`config.mk`:
```
export PLATFORM = sky130hd
export DESIGN_NAME = vram_text_writer_flat
export DESIGN_NICKNAME = d
export VERILOG_FILES = /design/src/rtl/chr_gen_pkg.sv /design/src/rtl/vram_text_writer_if.sv /design/src/rtl/vram_clr_seq.sv /design/src/rtl/vram_text_writer.sv /design/src/flat_wrapper.sv
export SDC_FILE = /design/constraint.sdc
export NUM_CORES = 1
export LEC_CHECK = 0
export ABC_AREA = 1
export ABC_CLOCK_PERIOD_IN_PS = 2300
export BUFFER_PORTS_ARGS = -buffer_cell sky130_fd_sc_hd__buf_2
export CAP_MARGIN = 20
export CORE_ASPECT_RATIO = 1.1
export CORE_MARGIN = 2
export CORE_UTILIZATION = 35
export CTS_BUF_LIST = sky130_fd_sc_hd__clkbuf_8
export CTS_CLUSTER_DIAMETER = 60
export DETAILED_ROUTE_END_ITERATION = 16
export GPL_ROUTABILITY_DRIVEN = 0
export PLACE_DENSITY_LB_ADDON = 0.08
export REMOVE_ABC_BUFFERS = 1
export SETUP_SLACK_MARGIN = 0.3
export SLEW_MARGIN = 40
export SYNTH_ARGS = -nofsm -noshare
export SYNTH_HDL_FRONTEND = slang
export SYNTH_SLANG_ARGS = --single-unit
export TNS_END_PERCENT = 20
```
`constraint.sdc`:
```
create_clock -name clk -period 2.3 [get_ports clk]
set_input_delay 0.575 -clock clk [delete_from_list [all_inputs] [get_ports clk]]
set_output_delay 0.575 -clock clk [all_outputs]
set_load 0.005 [all_outputs]
```
`src/rtl/chr_gen_pkg.sv`:
```
// Shared definitions for the character generator text path: screen geometry,
// control codes, fill character and the text writer state encoding.
package chr_gen_pkg;

    localparam int unsigned C_COLS   = 32;
    localparam int unsigned C_ROWS   = 32;
    localparam int unsigned C_CHR_H  = 8;
    localparam int unsigned COL_W    = $clog2(C_COLS);
    localparam int unsigned ROW_W    = $clog2(C_ROWS);
    localparam int unsigned ADDR_W   = COL_W + ROW_W;
    localparam int unsigned DATA_W   = 8;
    localparam int unsigned SCROLL_W = 8;

    localparam logic [DATA_W-1:0] C_SPACE  = 8'h20;
    localparam logic [DATA_W-1:0] CC_BS    = 8'h08;
    localparam logic [DATA_W-1:0] CC_TAB   = 8'h09;
    localparam logic [DATA_W-1:0] CC_LF    = 8'h0A;
    localparam logic [DATA_W-1:0] CC_FF    = 8'h0C;
    localparam logic [DATA_W-1:0] CC_CR    = 8'h0D;
    localparam logic [DATA_W-1:0] PRINT_LO = 8'h20;
    localparam logic [DATA_W-1:0] PRINT_HI = 8'h7E;

    typedef enum logic [1:0] {
        IDLE     = 2'd0,
        WRITE    = 2'd1,
        CLR_LINE = 2'd2,
        CLR_ALL  = 2'd3
    } state_t;

    // Codes that produce a glyph in VRAM.
    function automatic logic is_printable(input logic [DATA_W-1:0] b);
        return (b >= PRINT_LO) && (b <= PRINT_HI);
    endfunction

    // Scroll row expressed in scanlines, wrapped to the scroll register width.
    function automatic logic [SCROLL_W-1:0] scroll_px(input logic [ROW_W-1:0] r);
        return SCROLL_W'(32'(r) * C_CHR_H);
    endfunction

endpackage

```
`src/rtl/vram_text_writer_if.sv`:
```
// Byte-stream input and VRAM/scroll output bundle of the text writer.
//   dat/dat_v/dat_rdy : input byte handshake (DATs_i / DAT_V_i / DAT_RDY_o)
//   vram_wd/wa/we     : VRAM write port (VRAM_WDs_o / VRAM_WAs_o / VRAM_WE_o)
//   v_scroll          : vertical scroll in scanlines (V_SCROLLs_o)
//   busy              : clear sequence in progress (BUSY_o)
// master = byte source / VRAM consumer side, slave = text writer.
interface vram_text_writer_if;
    import chr_gen_pkg::*;

    logic [DATA_W-1:0]   dat;
    logic                dat_v;
    logic                dat_rdy;
    logic [DATA_W-1:0]   vram_wd;
    logic [ADDR_W-1:0]   vram_wa;
    logic                vram_we;
    logic [SCROLL_W-1:0] v_scroll;
    logic                busy;

    modport master (
        output dat, dat_v,
        input  dat_rdy, vram_wd, vram_wa, vram_we, v_scroll, busy
    );

    modport slave (
        input  dat, dat_v,
        output dat_rdy, vram_wd, vram_wa, vram_we, v_scroll, busy
    );

endinterface

```
`src/rtl/vram_clr_seq.sv`:
```
// Address generator for screen clears: walks one physical row (start_line)
// or the whole VRAM (start_all), advancing one word per step.
//   clk, rst    : clock, async active-high reset (resets into a full clear)
//   start_line  : begin clearing physical row base_row
//   start_all   : begin clearing addresses 0..C_COLS*C_ROWS-1
//   step        : advance to the next word
//   base_row    : physical row captured on start_line
//   wa_c, we_c  : current clear address and active flag
//   done_c      : current address is the last of the sequence
module vram_clr_seq
    import chr_gen_pkg::*;
(
    input  logic              clk,
    input  logic              rst,
    input  logic              start_line,
    input  logic              start_all,
    input  logic              step,
    input  logic [ROW_W-1:0]  base_row,
    output logic [ADDR_W-1:0] wa_c,
    output logic              we_c,
    output logic              done_c
);

    logic [ADDR_W-1:0] ctr;
    logic [ROW_W-1:0]  base;
    logic              all_mode;
    logic              active;

    // Sequence counter; reset leaves it armed for the power-up full clear.
    always_ff @(posedge clk or posedge rst) begin
        if (rst) begin
            ctr      <= '0;
            base     <= '0;
            all_mode <= 1'b1;
            active   <= 1'b1;
        end else if (start_all) begin
            ctr      <= '0;
            all_mode <= 1'b1;
            active   <= 1'b1;
        end else if (start_line) begin
            ctr      <= '0;
            base     <= base_row;
            all_mode <= 1'b0;
            active   <= 1'b1;
        end else if (step && active) begin
            if (done_c) begin
                active <= 1'b0;
            end else begin
                ctr <= ctr + ADDR_W'(1);
            end
        end
    end

    // Line mode keeps the row fixed and uses the low counter bits as column.
    always_comb begin
        wa_c   = all_mode ? ctr : {base, ctr[COL_W-1:0]};
        we_c   = active;
        done_c = all_mode ? (ctr == ADDR_W'(C_COLS * C_ROWS - 1))
                          : (ctr[COL_W-1:0] == COL_W'(C_COLS - 1));
    end

endmodule

```
`src/rtl/vram_text_writer.sv`:
```
// Console text writer: turns a byte stream into VRAM writes on a 32x32
// character screen with cursor, CR/LF/BS/FF handling, screen/line clears and
// hardware vertical scrolling through the generator's scroll offset.
//   clk, rst : clock, async active-high reset
//   bus      : vram_text_writer_if.slave (byte handshake, VRAM write port,
//              v_scroll, busy)
// Optional: define VRAM_TEXT_WRITER_TAB_EN to make 0x09 advance the cursor
// to the next multiple-of-8 column (wrapping into a newline).
module vram_text_writer
    import chr_gen_pkg::*;
(
    input  logic              clk,
    input  logic              rst,
    vram_text_writer_if.slave bus
);

    state_t            state;
    logic [COL_W-1:0]  col;
    logic [ROW_W-1:0]  row;
    logic [ROW_W-1:0]  scroll_row;

    logic              accept_c;
    logic              at_bottom_c;
    logic              last_col_c;
    logic              nl_c;
    logic              start_line_c;
    logic              start_all_c;
    logic              step_c;
    logic [ROW_W-1:0]  phys_row_c;
    logic [ROW_W-1:0]  nl_row_c;
    logic [ROW_W-1:0]  nl_scroll_c;
    logic [ADDR_W-1:0] clr_wa_c;
    logic              clr_we_c;
    logic              clr_done_c;

`ifdef VRAM_TEXT_WRITER_TAB_EN
    localparam int unsigned TAB_W = COL_W + 1;
    logic [TAB_W-1:0]  tab_col_c;
`endif

    // Cursor arithmetic and newline/clear event decode.
    always_comb begin
        accept_c    = (state == IDLE) && bus.dat_rdy && bus.dat_v;
        at_bottom_c = (row == ROW_W'(C_ROWS - 1));
        last_col_c  = (col == COL_W'(C_COLS - 1));
        phys_row_c  = row + scroll_row;
        nl_row_c    = at_bottom_c ? row : row + ROW_W'(1);
        nl_scroll_c = at_bottom_c ? scroll_row + ROW_W'(1) : scroll_row;
        nl_c        = (state == WRITE && last_col_c) ||
                      (accept_c && bus.dat == CC_LF);
`ifdef VRAM_TEXT_WRITER_TAB_EN
        tab_col_c   = {1'b0, col | COL_W'(7)} + TAB_W'(1);
        nl_c        = nl_c || (accept_c && bus.dat == CC_TAB && tab_col_c[COL_W]);
`endif
        // A newline on the bottom row scrolls and blanks the row that becomes
        // the new bottom, i.e. the physical row at the old scroll offset.
        start_line_c = nl_c && at_bottom_c;
        start_all_c  = accept_c && (bus.dat == CC_FF);
        step_c       = (state == CLR_LINE) || (state == CLR_ALL);
    end

    vram_clr_seq u_clr_seq (
        .clk        (clk),
        .rst        (rst),
        .start_line (start_line_c),
        .start_all  (start_all_c),
        .step       (step_c),
        .base_row   (scroll_row),
        .wa_c       (clr_wa_c),
        .we_c       (clr_we_c),
        .done_c     (clr_done_c)
    );

    // Main FSM with registered outputs.
    always_ff @(posedge clk or posedge rst) begin
        if (rst) begin
            state        <= CLR_ALL;
            col          <= '0;
            row          <= '0;
            scroll_row   <= '0;
            bus.dat_rdy  <= 1'b0;
            bus.vram_we  <= 1'b0;
            bus.vram_wa  <= '0;
            bus.vram_wd  <= '0;
            bus.v_scroll <= '0;
            bus.busy     <= 1'b1;
        end else begin
            case (state)
                IDLE: begin
                    bus.vram_we <= 1'b0;
                    if (accept_c) begin
                        bus.dat_rdy <= 1'b0;
                        if (is_printable(bus.dat)) begin
                            bus.vram_we <= 1'b1;
                            bus.vram_wa <= {phys_row_c, col};
                            bus.vram_wd <= bus.dat;
                            state       <= WRITE;
                        end else begin
                            case (bus.dat)
                                CC_CR: col <= '0;
                                CC_BS: begin
                                    if (col != '0) begin
                                        col <= col - COL_W'(1);
                                    end
                                end
                                CC_FF: begin
                                    col          <= '0;
                                    row          <= '0;
                                    scroll_row   <= '0;
                                    bus.v_scroll <= '0;
                                    bus.busy     <= 1'b1;
                                    state        <= CLR_ALL;
                                end
`ifdef VRAM_TEXT_WRITER_TAB_EN
                                // Overflow past the last column drops to 0;
                                // the newline itself is handled below.
                                CC_TAB: col <= tab_col_c[COL_W-1:0];
`endif
                                default: ;
                            endcase
                        end
                    end else begin
                        bus.dat_rdy <= 1'b1;
                        bus.busy    <= 1'b0;
                    end
                end
                WRITE: begin
                    // Column wraps to 0 naturally at the last column.
                    bus.vram_we <= 1'b0;
                    col         <= col + COL_W'(1);
                    bus.dat_rdy <= 1'b1;
                    state       <= IDLE;
                end
                CLR_LINE, CLR_ALL: begin
                    bus.vram_we <= clr_we_c;
                    bus.vram_wa <= clr_wa_c;
                    bus.vram_wd <= C_SPACE;
                    if (clr_done_c) begin
                        state <= IDLE;
                    end
                end
                default: state <= IDLE;
            endcase

            // Newline: advance the row, or scroll once the bottom is reached.
            if (nl_c) begin
                row          <= nl_row_c;
                scroll_row   <= nl_scroll_c;
                bus.v_scroll <= scroll_px(nl_scroll_c);
            end
            if (start_line_c) begin
                state       <= CLR_LINE;
                bus.busy    <= 1'b1;
                bus.dat_rdy <= 1'b0;
            end
        end
    end

endmodule

```
`src/flat_wrapper.sv`:
```
// flat-port wrapper written by rule: the top's interface ports become plain ports
module vram_text_writer_flat import chr_gen_pkg::*;
  (clk, rst, bus_dat, bus_dat_v, bus_dat_rdy, bus_vram_wd, bus_vram_wa, bus_vram_we, bus_v_scroll, bus_busy);
  vram_text_writer_if bus_i ();
  input  logic clk;
  input  logic rst;
  input wire logic [$bits(bus_i.dat)-1:0] bus_dat;
  input wire logic [$bits(bus_i.dat_v)-1:0] bus_dat_v;
  output wire logic [$bits(bus_i.dat_rdy)-1:0] bus_dat_rdy;
  output wire logic [$bits(bus_i.vram_wd)-1:0] bus_vram_wd;
  output wire logic [$bits(bus_i.vram_wa)-1:0] bus_vram_wa;
  output wire logic [$bits(bus_i.vram_we)-1:0] bus_vram_we;
  output wire logic [$bits(bus_i.v_scroll)-1:0] bus_v_scroll;
  output wire logic [$bits(bus_i.busy)-1:0] bus_busy;
  assign bus_i.dat = bus_dat;
  assign bus_i.dat_v = bus_dat_v;
  assign bus_dat_rdy = bus_i.dat_rdy;
  assign bus_vram_wd = bus_i.vram_wd;
  assign bus_vram_wa = bus_i.vram_wa;
  assign bus_vram_we = bus_i.vram_we;
  assign bus_v_scroll = bus_i.v_scroll;
  assign bus_busy = bus_i.busy;
  vram_text_writer u_core (.clk(clk), .rst(rst), .bus(bus_i));
endmodule
```
=== After elaboration in Yosys (flattened, before gate mapping) ===
Index checks and enable logic that the tools add are counted.

* $add $sub $neg: 6
* $lt $le $gt $ge: 2
* Equality and inequality tests: 24
* Muxes and demuxes: 53
* Bitwise gates (word level): 1
* Reductions and logical operators: 33

{| class="wikitable"
|+ Operators with widths
! operator !! count
|-
| $mux 10 || 7
|-
| $mux 8 || 7
|-
| $mux 5 || 11
|-
| $eq 8x4->1 const B || 4
|-
| $pmux 10 s2 || 1
|-
| $pmux 5 s2 || 2
|-
| $mux 1 || 16
|-
| $pmux 8 s2 || 1
|-
| $add 5x1->5 const B || 3
|-
| $eq 5x5->1 const B || 3
|-
| $reduce_bool 2->1 || 7
|-
| $ne 3x3->1 const B || 4
|-
| $add 10x1->10 const B || 1
|-
| $eq 10x10->1 const B || 1
|-
| $mux 2 || 5
|-
| $reduce_and 5->1 || 2
|-
| $ne 3x1->1 const B || 3
|-
| $reduce_and 3->1 || 3
|-
| $reduce_bool 3->1 || 3
|-
| $ge 8x6->1 const B || 1
|-
| $le 8x7->1 const B || 1
|-
| $logic_and 1x1->1 || 8
|-
| $ne 2x2->1 const B || 3
|-
| $pmux 2 s3 || 1
|-
| other kinds (15) || 21
|}

* Flip-flop bits (word level): 63
* Bits of input ports: 11
* Output and inout bits: 29

=== Longest topological paths before layout ===
* Depth after elaboration: 8
* Depth in mapped cells: 11
* Gate-level depth less buffers: 11

=== By module ===
Synthesis repeated with hierarchy kept, for this count alone.

* Cells, all modules: 470
* Area total of the unflattened synthesis: 3,545.9 um2

{| class="wikitable"
|+ Modules (own cells, without submodules)
! module !! times used !! cells an instance !! area an instance (um2) !! sequential area each (um2)
|-
| vram_text_writer || 1 || 318 || 2,476.1 || 954.7
|-
| vram_clr_seq || 1 || 152 || 1,069.8 || 427.9
|}

=== Worst setup path after synthesis ===
No wires, ideal clock.

* Path kind: input to register
* From: input port bus_dat[5]
* To: register u_core.bus.v_scroll[6]
* Arrival time: 1.541 ns
* Data required time: 2.226 ns
* Path slack: 0.685 ns
* Stages: 10
* Path buffers: 1
* Cell sequence: inv_1 nand2_1 nor2_4 nand2_2 clkinv_1 nand3_4 nand2_4 buf_8 nand4_2 o21ai_2

* Longest elaborated chain between the ends: 5

{| class="wikitable"
|+ RTL lines
! item !! line !! RTL
|-
| from (decl) || flat_wrapper.sv:7 || <nowiki>input wire logic [$bits(bus_i.dat)-1:0] bus_dat;</nowiki>
|-
| branches (longest 5 deep; another with $ge 8x6->1) || n/a ||
|-
| to (signal assigned) || vram_text_writer.sv:149 || <nowiki>bus.v_scroll <= scroll_px(nl_scroll_c);</nowiki>
|-
| to (decl) || vram_text_writer_if.sv:26 || <nowiki>output dat_rdy, vram_wd, vram_wa, vram_we, v_scroll, busy</nowiki>
|}

Parallel ways; which one is timed is not known.
A chain may end at the register's enable or synchronous reset.

=== Worst setup path after layout ===
* From: register u_core.row[0]
* To: register u_core.bus.vram_wa[9]

* Longest elaborated chain between the ends: 4

{| class="wikitable"
|+ RTL lines
! item !! line !! RTL
|-
| from (decl) || vram_text_writer.sv:19 || <nowiki>logic [ROW_W-1:0] row;</nowiki>
|-
| from (signal assigned) || vram_text_writer.sv:147 || <nowiki>row <= nl_row_c;</nowiki>
|-
| $add 5x5->5 || vram_text_writer.sv:46 || <nowiki>phys_row_c = row + scroll_row;</nowiki>
|-
| $mux 10 || vram_text_writer.sv:93 || <nowiki>if (is_printable(bus.dat)) begin</nowiki>
|-
| $mux 10 || vram_text_writer.sv:91 || <nowiki>if (accept_c) begin</nowiki>
|-
| $pmux 10 s2 || vram_text_writer.sv:88 || <nowiki>case (state)</nowiki>
|-
| to (signal assigned) || vram_text_writer.sv:95 || <nowiki>bus.vram_wa <= {phys_row_c, col};</nowiki>
|-
| to (signal assigned) || vram_text_writer.sv:136 || <nowiki>bus.vram_wa <= clr_wa_c;</nowiki>
|-
| to (decl) || vram_text_writer_if.sv:26 ||
|}

No other way between the ends. The select of a mux whose other input is x is not followed.

==> impl_metrics.yaml <==
status:
  status: "complete, no violations"
logic_synthesis:
  ys_ff_latch: 55
  yosys_warnings: 0
  synthDistinctLibCells: 43
  async_reset_ff_share_pct: 100
  avgSynthCellArea_um2: 8.15
  synth_cells: 394
  syn-cell-area_um2: 3210
  synth_edf_count: 0
  yosysSeqAreaShare_pct: 43.1
  synth-main-ff-cell: "dfrtp_1"
sta:
  worst_pin_slew_ps: 507
  fmax_mhz: 541
  tns_ps: 0
  rsz0062_at_grt: "true"
  clock_skew_ps: 4.78
  fin_crit_ps: 1850
  setup_viol: 0
  hold_viol_final: 0
  fin_ws_ps: 450
  fin_crit_sh_pct: 80.4
  drv_slew: 0
  maxSlewHeadroom_pct: 66.1
route:
  drcViolationCount: 0
  drt_first_iter_violations: 98
  via_per_inst: 4.76
  wirelength_mm: 7.36
  avgRoutedWirePerCell_um: 13.5
  antenna_left: 0
  routed-via-count: 2605
  first_pass_iters: 4
placed_design:
  port_buffers: 36
  dpl_cell_area_um2: 3490
  dp_worst_setup_slack_ps: 299
  hpwl_mm: 5.60
  placed_cells: 539
floorplanning:
  core_area_um2: 8870
  die_w_um: 95.3
  die_h_um: 104
  initial_core_util_pct: 36.2
  die_area_um2: 9950
  ios: 40
  fp-row-count: 36
layout:
  drive_gt1_share_pct: 20.1
  final_cell_area_um2: 3590
  areaGrowthSynthToFinish_pct: 12.0
  antenna_cells: 0
  layoutNonFillerInstCount: 547
  nets: 456
clock_network:
  cts.sinks: 55
  cts-root-buf: "clkbuf_8"
  clkTransAtPathRegs_ps: 100
  hold_buffers: 0
  cts-buffers-inserted: 5
  post_cts_buffers: 0
  cts_max_level: 2
  cts_tree: "yes"
  clk_latency_ps: 310
  cts.path.max_buffers: 2
job:
  drv_cap: 0
global_routing:
  grt_pass1_wl_mm: 12.9
  antenna_found_initial: 0
  grt_use_total_pct: 16.4
  grt_max_degree: 35
  grt_pass1_vias: 2639
  overflow: 0
pwr:
  ir_drop_mv: 0.211
  power_density_nw_per_um2: 434
  p_total_uw: 1560
  p_leak_uw: 0.00179
worst_setup_path:
  cp_top_family: "adder cells"
  crit_required_ps: 2540
  crit_buf_inv: 2
  cp_slowest_cell: "dfrtp_1"
  criticalPathCategory: "flip-flop to flip-flop"
  cpPeakStageDelay_ps: 480
  crit_chain: "ha_1, inv_1, fa_1, inv_1, a21oi_1, nor2_1, nor2_1, xor2_1, nand2_1, a21oi_1"
  r2r-start: "u_core.row[0]"
  end_kind: "flip-flop"
  critPathMaxFanout: 6
  arrival_ps: 2090
  startpoint_type: "flip-flop"
  worstSetupStartpoint: "u_core.row[0]"
hold_path:
  hold_path.class: "input port to asynchronous set/reset pin"
## sequential cells by signal (all words and copies together) (netlist names)
signal and flops:
u_core.u_clr_seq.all_mode 1, u_core.bus.dat_rdy 1, u_core.row 5, u_core.bus.vram_wa 10, u_core.bus.vram_we 1, u_core.state 2, u_core.col 5, u_core.bus.vram_wd 8
u_core.bus.busy 1, u_core.u_clr_seq.base 5, u_core.u_clr_seq.we_c 1, u_core.u_clr_seq.ctr 10, u_core.bus.v_scroll 5
## through the flow
stage / utilization [%] / hold slack (ps)
2_1_floorplan: - / 442
3_3_place_gp: 39.3 / 452
3_5_place_dp: 39.3 / 457
4_1_cts: 40.2 / 290
5_1_grt: 40.5 / 314
6_report: 40.5 / 277
## routing by layer
| metal | up-vias | wire length (µm) | global-route usage [%] |
|---|---|---|---|
| met1 | 1215 | 3700 | 23.4 |
| met5 | - | 0 | 0 |
| met2 | 36 | 3380 | 25.8 |
| met3 | 6 | 203 | 2.68 |
| met4 | 0 | 85 | 4.04 |
| li1 | 1348 | - | - |
## report_power, final
group / internal (µW) / switching, µW / total [µW] / leakage, µW
combinational: 14.7 / 40.2 / 54.9 / 0.00109
clock: 210 / 328 / 538 / 0.0000453
sequential: 967 / 0 / 967 / 0.000656
## final cells by class
cell class / instances / area, µm²
Timing Repair Buffer: 40 / 223
Clock buffer: 5 / 68.8
Multi-Input combinational cell: 282 / 1570
Sequential cell: 55 / 1390
Inverter: 48 / 190
Clock inverter: 3 / 16.3
Tap cell: 114 / 143
Fill cell: 926 / 5280
## timing repair
item	4_1_cts	5_1_grt
gates resized for setup	0	5
endpoints found under the setup margin	0	9
hold endpoints to repair	0	0
## final timing paths
check / end / slack, ps / depth (start not counted)
max in group asynchronous: u_core.u_clr_seq.all_mode / 1390 / 3
min: u_core.col[1] / 280 / 2
min in group clk: u_core.u_clr_seq.we_c / 470 / 2
max: u_core.bus.vram_wa[9] / 450 / 10
max reg2reg: u_core.bus.vram_wa[9] / 450 / 10
min reg2reg: u_core.u_clr_seq.we_c / 470 / 2
## synthesized netlist by cell type (5+ instances only)
library cell | number | area (µm²)
a21oi_1 | 15 | 75.1
buf_4 | 5 | 37.5
dfrtp_1 | 50 | 1250
dfstp_2 | 5 | 131
ha_1 | 12 | 150
inv_1 | 42 | 158
nand2_1 | 91 | 342
nand2_4 | 5 | 56.3
nand3_1 | 21 | 105
nand4_1 | 6 | 37.5
nor2_1 | 47 | 176
o21ai_0 | 37 | 185
o22ai_1 | 6 | 37.5
## cell families after synthesis
group	synth area share, %
DFF	43.1
other	0.117
AOI/OAI and AO/OA	11.9
adders and majority gates	5.30
and+or+nand+nor	29.4
xor gates and xnor gates	1.36
buffers and inverters	8.85
## cells in the final DEF (no fill, tap or decap), types with 3 or more instances in the layout
master and instances:
o21ai_1 3, ha_1 12, nand2_2 3, xor2_1 3
nor2_1 47, buf_2 36, o21ai_0 37, dfrtp_1 48
nand3_2 3, nand4_1 6, a31oi_1 3, conb_1 3
nand2_1 91, nand2_4 3, inv_1 42, clkbuf_8 5
dfstp_2 5, nand3_1 21, a21oi_1 15, inv_2 4
nand2_8 3, buf_4 3, o22ai_1 6
Note: power is estimated with default switching activity, not from simulation.
